## src/rtl/ctrl_pkg.sv

```systemverilog
// ctrl_pkg: shared definitions for the RV32I pipeline control block.
//   - opcode constants for the instruction classes the decoder recognises
//   - 2-bit ALUOp encodings (zero-extended to ALUOP_W at the ports)
//   - ctrl_bundle_t: the control word carried through ID/EX, EX/MEM, MEM/WB
//   - BUBBLE: all-zero bundle used for stalls, flushes and reset
//   - uses_rs2(): whether an instruction class actually reads rs2
package ctrl_pkg;

  localparam logic [6:0] OP_R      = 7'b0110011;
  localparam logic [6:0] OP_IMM    = 7'b0010011;
  localparam logic [6:0] OP_LOAD   = 7'b0000011;
  localparam logic [6:0] OP_STORE  = 7'b0100011;
  localparam logic [6:0] OP_BRANCH = 7'b1100011;
  localparam logic [6:0] OP_JAL    = 7'b1101111;
  localparam logic [6:0] OP_JALR   = 7'b1100111;
  localparam logic [6:0] OP_LUI    = 7'b0110111;
  localparam logic [6:0] OP_AUIPC  = 7'b0010111;

  localparam logic [1:0] ALUOP_ADD    = 2'b00;
  localparam logic [1:0] ALUOP_BRANCH = 2'b01;
  localparam logic [1:0] ALUOP_FUNCT  = 2'b10;
  localparam logic [1:0] ALUOP_UPPER  = 2'b11;

  // The bundle stores rd at a fixed width so the struct can live in a
  // package; the top zero-extends/slices to REG_AW, which must not exceed it.
  localparam int RD_MAX_W = 8;

  typedef struct packed {
    logic                valid;
    logic [1:0]          alu_op;
    logic                alu_src;
    logic                branch;
    logic                jump;
    logic                mem_read;
    logic                mem_write;
    logic                reg_write;
    logic                mem_to_reg;
    logic                illegal;
    logic [RD_MAX_W-1:0] rd;
  } ctrl_bundle_t;

  localparam ctrl_bundle_t BUBBLE = '0;

  function automatic logic uses_rs2(input logic [6:0] opcode);
    return (opcode == OP_R) || (opcode == OP_STORE) || (opcode == OP_BRANCH);
  endfunction

endpackage

```

## src/rtl/pipe_ctrl_decode.sv

```systemverilog
// pipe_ctrl_decode: combinational main decoder.
// Ports:
//   opcode  in  7       instruction[6:0] from IF/ID
//   rd      in  REG_AW  destination register index
//   bundle  out         decoded ctrl_bundle_t; valid=1 for legal opcodes,
//                       illegal opcodes give an all-zero bundle with illegal=1
// The caller is responsible for gating the result with the IF/ID valid bit.
module pipe_ctrl_decode
  import ctrl_pkg::*;
#(
  parameter int REG_AW = 5
) (
  input  logic [6:0]        opcode,
  input  logic [REG_AW-1:0] rd,
  output ctrl_bundle_t      bundle
);

  always_comb begin
    bundle       = BUBBLE;
    bundle.valid = 1'b1;
    bundle.rd    = RD_MAX_W'(rd);
    unique case (opcode)
      OP_R: begin
        bundle.reg_write = 1'b1;
        bundle.alu_op    = ALUOP_FUNCT;
      end
      OP_IMM: begin
        bundle.reg_write = 1'b1;
        bundle.alu_src   = 1'b1;
        bundle.alu_op    = ALUOP_FUNCT;
      end
      OP_LOAD: begin
        bundle.reg_write  = 1'b1;
        bundle.mem_read   = 1'b1;
        bundle.mem_to_reg = 1'b1;
        bundle.alu_src    = 1'b1;
        bundle.alu_op     = ALUOP_ADD;
      end
      OP_STORE: begin
        bundle.mem_write = 1'b1;
        bundle.alu_src   = 1'b1;
      end
      OP_BRANCH: begin
        bundle.branch = 1'b1;
        bundle.alu_op = ALUOP_BRANCH;
      end
      OP_JAL: begin
        bundle.jump      = 1'b1;
        bundle.reg_write = 1'b1;
      end
      OP_JALR: begin
        bundle.jump      = 1'b1;
        bundle.reg_write = 1'b1;
        bundle.alu_src   = 1'b1;
      end
      OP_LUI, OP_AUIPC: begin
        bundle.reg_write = 1'b1;
        bundle.alu_src   = 1'b1;
        bundle.alu_op    = ALUOP_UPPER;
      end
      default: begin
        // Unknown opcode: behaves as a bubble downstream but keeps the flag
        // so the trap logic in EX can see it.
        bundle         = BUBBLE;
        bundle.illegal = 1'b1;
      end
    endcase
    // Writes to x0 are architecturally discarded; drop them at the source.
    if (rd == '0) begin
      bundle.reg_write = 1'b0;
    end
  end

endmodule

```

## src/rtl/pipeline_control.sv

```systemverilog
// pipeline_control: control path of the 5-stage RV32I core.
// Decodes the ID opcode, carries the control bundle through ID/EX (p0),
// EX/MEM (p1) and MEM/WB (p2), and resolves hazards with the priority
// freeze (data memory wait) > flush (taken branch/jump) > load-use stall.
// Ports:
//   clk, rst_n                 clock, asynchronous active-low reset
//   id_valid, id_opcode        IF/ID instruction presence and opcode
//   id_rs1, id_rs2, id_rd      register indices of the ID instruction
//   ex_branch_taken            redirect request from EX
//   mem_ready                  data memory completed the MEM access
//   stall_if_id, flush_if_id   combinational IF/ID hold and clear
//   ex_*                       ID/EX register contents
//   mem_*                      EX/MEM register contents
//   wb_*                       MEM/WB register contents
//   stall_cnt                  saturating count of cycles with stall_if_id
module pipeline_control
  import ctrl_pkg::*;
#(
  parameter int REG_AW  = 5,
  parameter int ALUOP_W = 2,
  parameter int CNT_W   = 16
) (
  input  logic               clk,
  input  logic               rst_n,
  input  logic               id_valid,
  input  logic [6:0]         id_opcode,
  input  logic [REG_AW-1:0]  id_rs1,
  input  logic [REG_AW-1:0]  id_rs2,
  input  logic [REG_AW-1:0]  id_rd,
  input  logic               ex_branch_taken,
  input  logic               mem_ready,
  output logic               stall_if_id,
  output logic               flush_if_id,
  output logic               ex_valid,
  output logic [ALUOP_W-1:0] ex_alu_op,
  output logic               ex_alu_src,
  output logic               ex_branch,
  output logic               ex_jump,
  output logic               ex_mem_read,
  output logic               ex_illegal,
  output logic [REG_AW-1:0]  ex_rd,
  output logic               mem_valid,
  output logic               mem_read,
  output logic               mem_write,
  output logic               mem_reg_write,
  output logic [REG_AW-1:0]  mem_rd,
  output logic               wb_valid,
  output logic               wb_reg_write,
  output logic               wb_mem_to_reg,
  output logic [REG_AW-1:0]  wb_rd,
  output logic [CNT_W-1:0]   stall_cnt
);

  ctrl_bundle_t dec;
  ctrl_bundle_t id_bundle;
  ctrl_bundle_t ctrl_p0;   // ID/EX
  ctrl_bundle_t ctrl_p1;   // EX/MEM
  ctrl_bundle_t ctrl_p2;   // MEM/WB

  logic              freeze;
  logic              flush;
  logic              load_use;
  logic              rs_hit;
  logic [REG_AW-1:0] p0_rd;
  logic              unused_bits;

  pipe_ctrl_decode #(
    .REG_AW (REG_AW)
  ) u_decode (
    .opcode (id_opcode),
    .rd     (id_rd),
    .bundle (dec)
  );

  always_comb begin
    id_bundle = dec;
    if (!id_valid) begin
      id_bundle = BUBBLE;
    end
  end

  assign p0_rd = ctrl_p0.rd[REG_AW-1:0];

  // A load in EX blocks a dependent consumer in ID; rs2 only counts for
  // the formats that really read it (I-type immediates alias that field).
  assign rs_hit = (p0_rd == id_rs1) ||
                  (uses_rs2(id_opcode) && (p0_rd == id_rs2));

  assign freeze   = ctrl_p1.valid && (ctrl_p1.mem_read || ctrl_p1.mem_write) && !mem_ready;
  assign flush    = !freeze && ctrl_p0.valid && ex_branch_taken;
  assign load_use = !freeze && !flush && ctrl_p0.valid && ctrl_p0.mem_read &&
                    (p0_rd != '0) && id_valid && rs_hit;

  assign stall_if_id = freeze || load_use;
  assign flush_if_id = flush;

  // ---- ID -> EX / EX -> MEM / MEM -> WB stage registers ----
  always_ff @(posedge clk or negedge rst_n) begin
    if (!rst_n) begin
      ctrl_p0 <= BUBBLE;
      ctrl_p1 <= BUBBLE;
      ctrl_p2 <= BUBBLE;
    end else if (freeze) begin
      // EX and MEM hold; WB drains so the stalled access is not retired twice.
      ctrl_p2 <= BUBBLE;
    end else begin
      ctrl_p0 <= (flush || load_use) ? BUBBLE : id_bundle;
      ctrl_p1 <= ctrl_p0;
      ctrl_p2 <= ctrl_p1;
    end
  end

  // ---- stall-cycle counter ----
  always_ff @(posedge clk or negedge rst_n) begin
    if (!rst_n) begin
      stall_cnt <= '0;
    end else if (stall_if_id && (stall_cnt != '1)) begin
      stall_cnt <= stall_cnt + CNT_W'(1);
    end
  end

  assign ex_valid    = ctrl_p0.valid;
  assign ex_alu_op   = ALUOP_W'(ctrl_p0.alu_op);
  assign ex_alu_src  = ctrl_p0.alu_src;
  assign ex_branch   = ctrl_p0.branch;
  assign ex_jump     = ctrl_p0.jump;
  assign ex_mem_read = ctrl_p0.mem_read;
  assign ex_illegal  = ctrl_p0.illegal;
  assign ex_rd       = p0_rd;

  assign mem_valid     = ctrl_p1.valid;
  assign mem_read      = ctrl_p1.mem_read;
  assign mem_write     = ctrl_p1.mem_write;
  assign mem_reg_write = ctrl_p1.reg_write;
  assign mem_rd        = ctrl_p1.rd[REG_AW-1:0];

  assign wb_valid      = ctrl_p2.valid;
  assign wb_reg_write  = ctrl_p2.reg_write;
  assign wb_mem_to_reg = ctrl_p2.mem_to_reg;
  assign wb_rd         = ctrl_p2.rd[REG_AW-1:0];

  // Bundle fields that a later stage no longer exports are folded here so
  // they are not reported as dead logic.
  assign unused_bits = ^{ctrl_p0, ctrl_p1, ctrl_p2};

endmodule

```

## config.mk

```make
export PLATFORM = sky130hd
export DESIGN_NAME = pipeline_control
export DESIGN_NICKNAME = d
export VERILOG_FILES = /design/src/rtl/ctrl_pkg.sv /design/src/rtl/pipe_ctrl_decode.sv /design/src/rtl/pipeline_control.sv
export SDC_FILE = /design/constraint.sdc
export NUM_CORES = 1
export LEC_CHECK = 0
export BUFFER_PORTS_ARGS = -buffer_cell sky130_fd_sc_hd__buf_2
export CORE_MARGIN = 2
export CORE_UTILIZATION = 33
export CTS_CLUSTER_DIAMETER = 40
export DETAILED_ROUTE_END_ITERATION = 7
export GPL_ROUTABILITY_DRIVEN = 0
export PLACE_DENSITY_LB_ADDON = 0.05
export REMOVE_ABC_BUFFERS = 1
export SETUP_SLACK_MARGIN = 0.15
export SLEW_MARGIN = 15
export SYNTH_ARGS = -nofsm -noshare
export SYNTH_HDL_FRONTEND = slang
export SYNTH_SLANG_ARGS = --single-unit
```

## constraint.sdc

```tcl
create_clock -name clk -period 2.2 [get_ports clk]
set_clock_uncertainty 0.05 [all_clocks]
set_input_delay 0.33 -clock clk [delete_from_list [all_inputs] [get_ports clk]]
set_output_delay 0.33 -clock clk [all_outputs]
set_load 0.1 [all_outputs]
```

==> metrics <==
setup TNS -64.73 ps; Chip Height 90.62 um; Final Cell Area 3369 um^2; violated checks setup timing; leak pwr 1.715 nW; FMAX 0.4416 GHz; Final Util 46.46%; asr flop ratio synth 100.0%; post-synth top area share 48.51%; synthesis warning total 0; fillers 724; synthesized cell area 2476 um^2; crit path max fanout 4; sequential share of the synthesized area 48.51%; global route overflow 0; Worst path slowest cell dfrtp_2; commonest cells in the netlist 48 x dfrtp_1, 44 x nand2_1, 10 x and2_1, 10 x o21ai_0, 10 x xor2_1; Final Hold Fails 0; DRT antenna net count 0; relative slew slack 58.03%; DR iter-0 viols 73; worst hold margin 73.70 ps; Max Slew Vio Count 0; Placement Rows 31; final worst slack -64.73 ps; CTS sink count 48; Synth area leaders dfrtp_1 49%, nand2_1 6.7%, xor2_1 3.5%; Critical Path AT 1880 ps; Num CTS Buffers 5; IO buf count 74; Root Buffer clkbuf_8; largest net degree at the start of global routing 49; combinational power share 10.9%; drt pass-1 iters 4; GRT Total Usage 15.59%; Final Critical Period 2265 ps; vias in the first global route 2037; P&R area growth vs syn 36.08%; Critical Path Start Type flop; Ant. Diodes 0; largest register by flop count stall_cnt; H-tree levels 2; core footprint 7253 um^2; vias after detailed routing 2079; Final Power 0.001759 W; Yosys reg bits 48; RSZ-0062 raised after global routing true; crit-path max cell delay 450 ps; die width 90.62 um; share of cells above drive strength 1 43.93%; Vias/cell 4.672; Initial Util 34.14%; CTS tree yes; placed inst area 3119 um^2; distinct cell type count after synthesis 46; # DRC 0; fin nets 373; die footprint 8212 um^2; Sw Share 26.48%; ys flop type dfrtp_1; io pins 75; initial antenna violation count 0; Worst EP required 1820 ps; first-pass GRT wire length 10.42 mm; kind of critical path reg2out; Setup-failing EPs final 1; sequential power share 50.9%; Routed WL 6.208 mm; worst hold path type in2async; Clock Latency Late Sink 310 ps; clock buffer depth 2; PwrDens 522.1 nW/um^2; syn avg cell area 10.07 um^2; EDFF count, synth 0; outcome complete, but fails checks; top-count cell post-synth dfrtp_1; final period utilization 102.9%; top cell type by total area after synthesis dfrtp_1; post-DR wirelength/cell 13.95 um; HPWL after DPL 4.480 mm; Post-Synthesis Cells 246; clock-pin slew on the worst setup and hold paths 100 ps; switching pwr 0.0004659 W; hold buffers post-CTS 0; Peak supply drop 0.2595 mV; crit path cell chain buf_6 -> or4_4 -> nor2_2 -> nor3_1 -> o21ai_2 -> nand2_2 -> buf_12; Largest register FFs 16; max_cap viols 0; crit end category output pin; worst-margin pin slew 629.6 ps; Pint 0.001293 W; Clock Power Share 38.2%
## through the flow
stage	cells	setup slack, ps
detailed placement	433	-56.29
global route	445	-156.0
CTS	444	-100.1
global placement	433	-16.87
floorplan	228	-1611
finish	445	-64.73
## final cells by class
type,instances,area (um^2),area share (%)
Multi-Input combinational cell,173,1221,36.24
Sequential cell,48,1204,35.72
Timing Repair Buffer,110,678.2,20.13
Tap cell,99,123.9,3.676
Clock buffer,5,68.82,2.042
Clock inverter,3,47.55,1.411
Inverter,7,26.28,0.7798
## power groups by stage
stage	registers, W	clock network [W]	logic (W)
global route	0.000897	0.000721	0.000209
finish	0.000896	0.000671	0.000192
detailed placement	0.000913	0	0.000189
global placement	0.000913	0	0.000189
CTS	0.000896	0.000701	0.000192
floorplan	0.000976	0	0.0000410
## path summary, 6_finish.rpt
| path | startpoint | to | slack [ps] | cells after the start |
|---|---|---|---|---|
| worst max register to register | ex_rd[4]$_DFFE_PN0N_ | stall_cnt[10]$_DFFE_PN0P_ | 20 | 8 |
| worst min-delay path | rst_n | ex_rd[2]$_DFFE_PN0N_ | 70 | 2 |
| min in group clk | id_rd[3] | ex_rd[3]$_DFFE_PN0N_ | 190 | 2 |
| max in group asynchronous | rst_n | ex_rd[4]$_DFFE_PN0N_ | 1590 | 2 |
| worst min register to register | mem_rd[2]$_DFFE_PN0N_ | mem_rd[2]$_DFFE_PN0N_ | 440 | 2 |
| worst max-delay path | ex_rd[4]$_DFFE_PN0N_ | stall_if_id | -60 | 7 |
## placed cells by master (no fill, tap or decap), types with 2 or more instances in the layout
cell type and n:
a211oi_2 6, a22o_1 5, clkinv_4 2, buf_2 72
or2_2 2, xor2_1 10, and2_1 10, or4_1 3
a21boi_0 2, a2111oi_4 2, clkbuf_8 5, o21ai_1 5
a31oi_1 2, buf_12 2, buf_4 34, mux2_2 5
o21ai_0 5, dfrtp_1 46, nand3_1 8, nand4b_1 2
nand4_1 2, a21oi_1 7, or3_4 2, nor2_2 2
or2_1 2, nand2b_1 6, buf_6 2, nand2_1 43
inv_1 7, dfrtp_2 2, nor2_1 7, xnor2_1 8
o31ai_2 2
## per-layer routing
| metal | GRT usage, % | routed length [um] | vias to the layer above |
|---|---|---|---|
| met2 | 23.63 | 2881 | 46 |
| met1 | 22.71 | 3007 | 992 |
| li1 | - | - | 1036 |
| met5 | 0 | 0 | - |
| met3 | 3.255 | 258 | 5 |
| met4 | 3.846 | 60 | 0 |
## critical path, delay by kind of cell, from the launching register on
family,cells,cell delay (ps)
buffers and inverters,2,330
and+or+nand+nor,4,690
DFF,1,450
AOI/OAI and AO/OA,1,90
## cells by family after synthesis
group           after synthesis  share of synthesized area, %
flops                        48                         48.51
compound gates               45                         14.00
simple gates                103                         21.93
xor+xnor                     18                         6.367
mux                           6                         2.728
fa+ha+maj                     1                        0.5052
buf+inv                      25                         5.963
## what timing repair did
action / 4_1_cts / 5_1_grt
pin swaps: 6 / 15
resized for setup: 11 / 18
endpoints found under the hold margin: 0 / 0
buffers inserted: 3 / 1
setup endpoints to repair: 22 / 33
gates cloned: 0 / 0
Power figures use the tool's default switching activity.
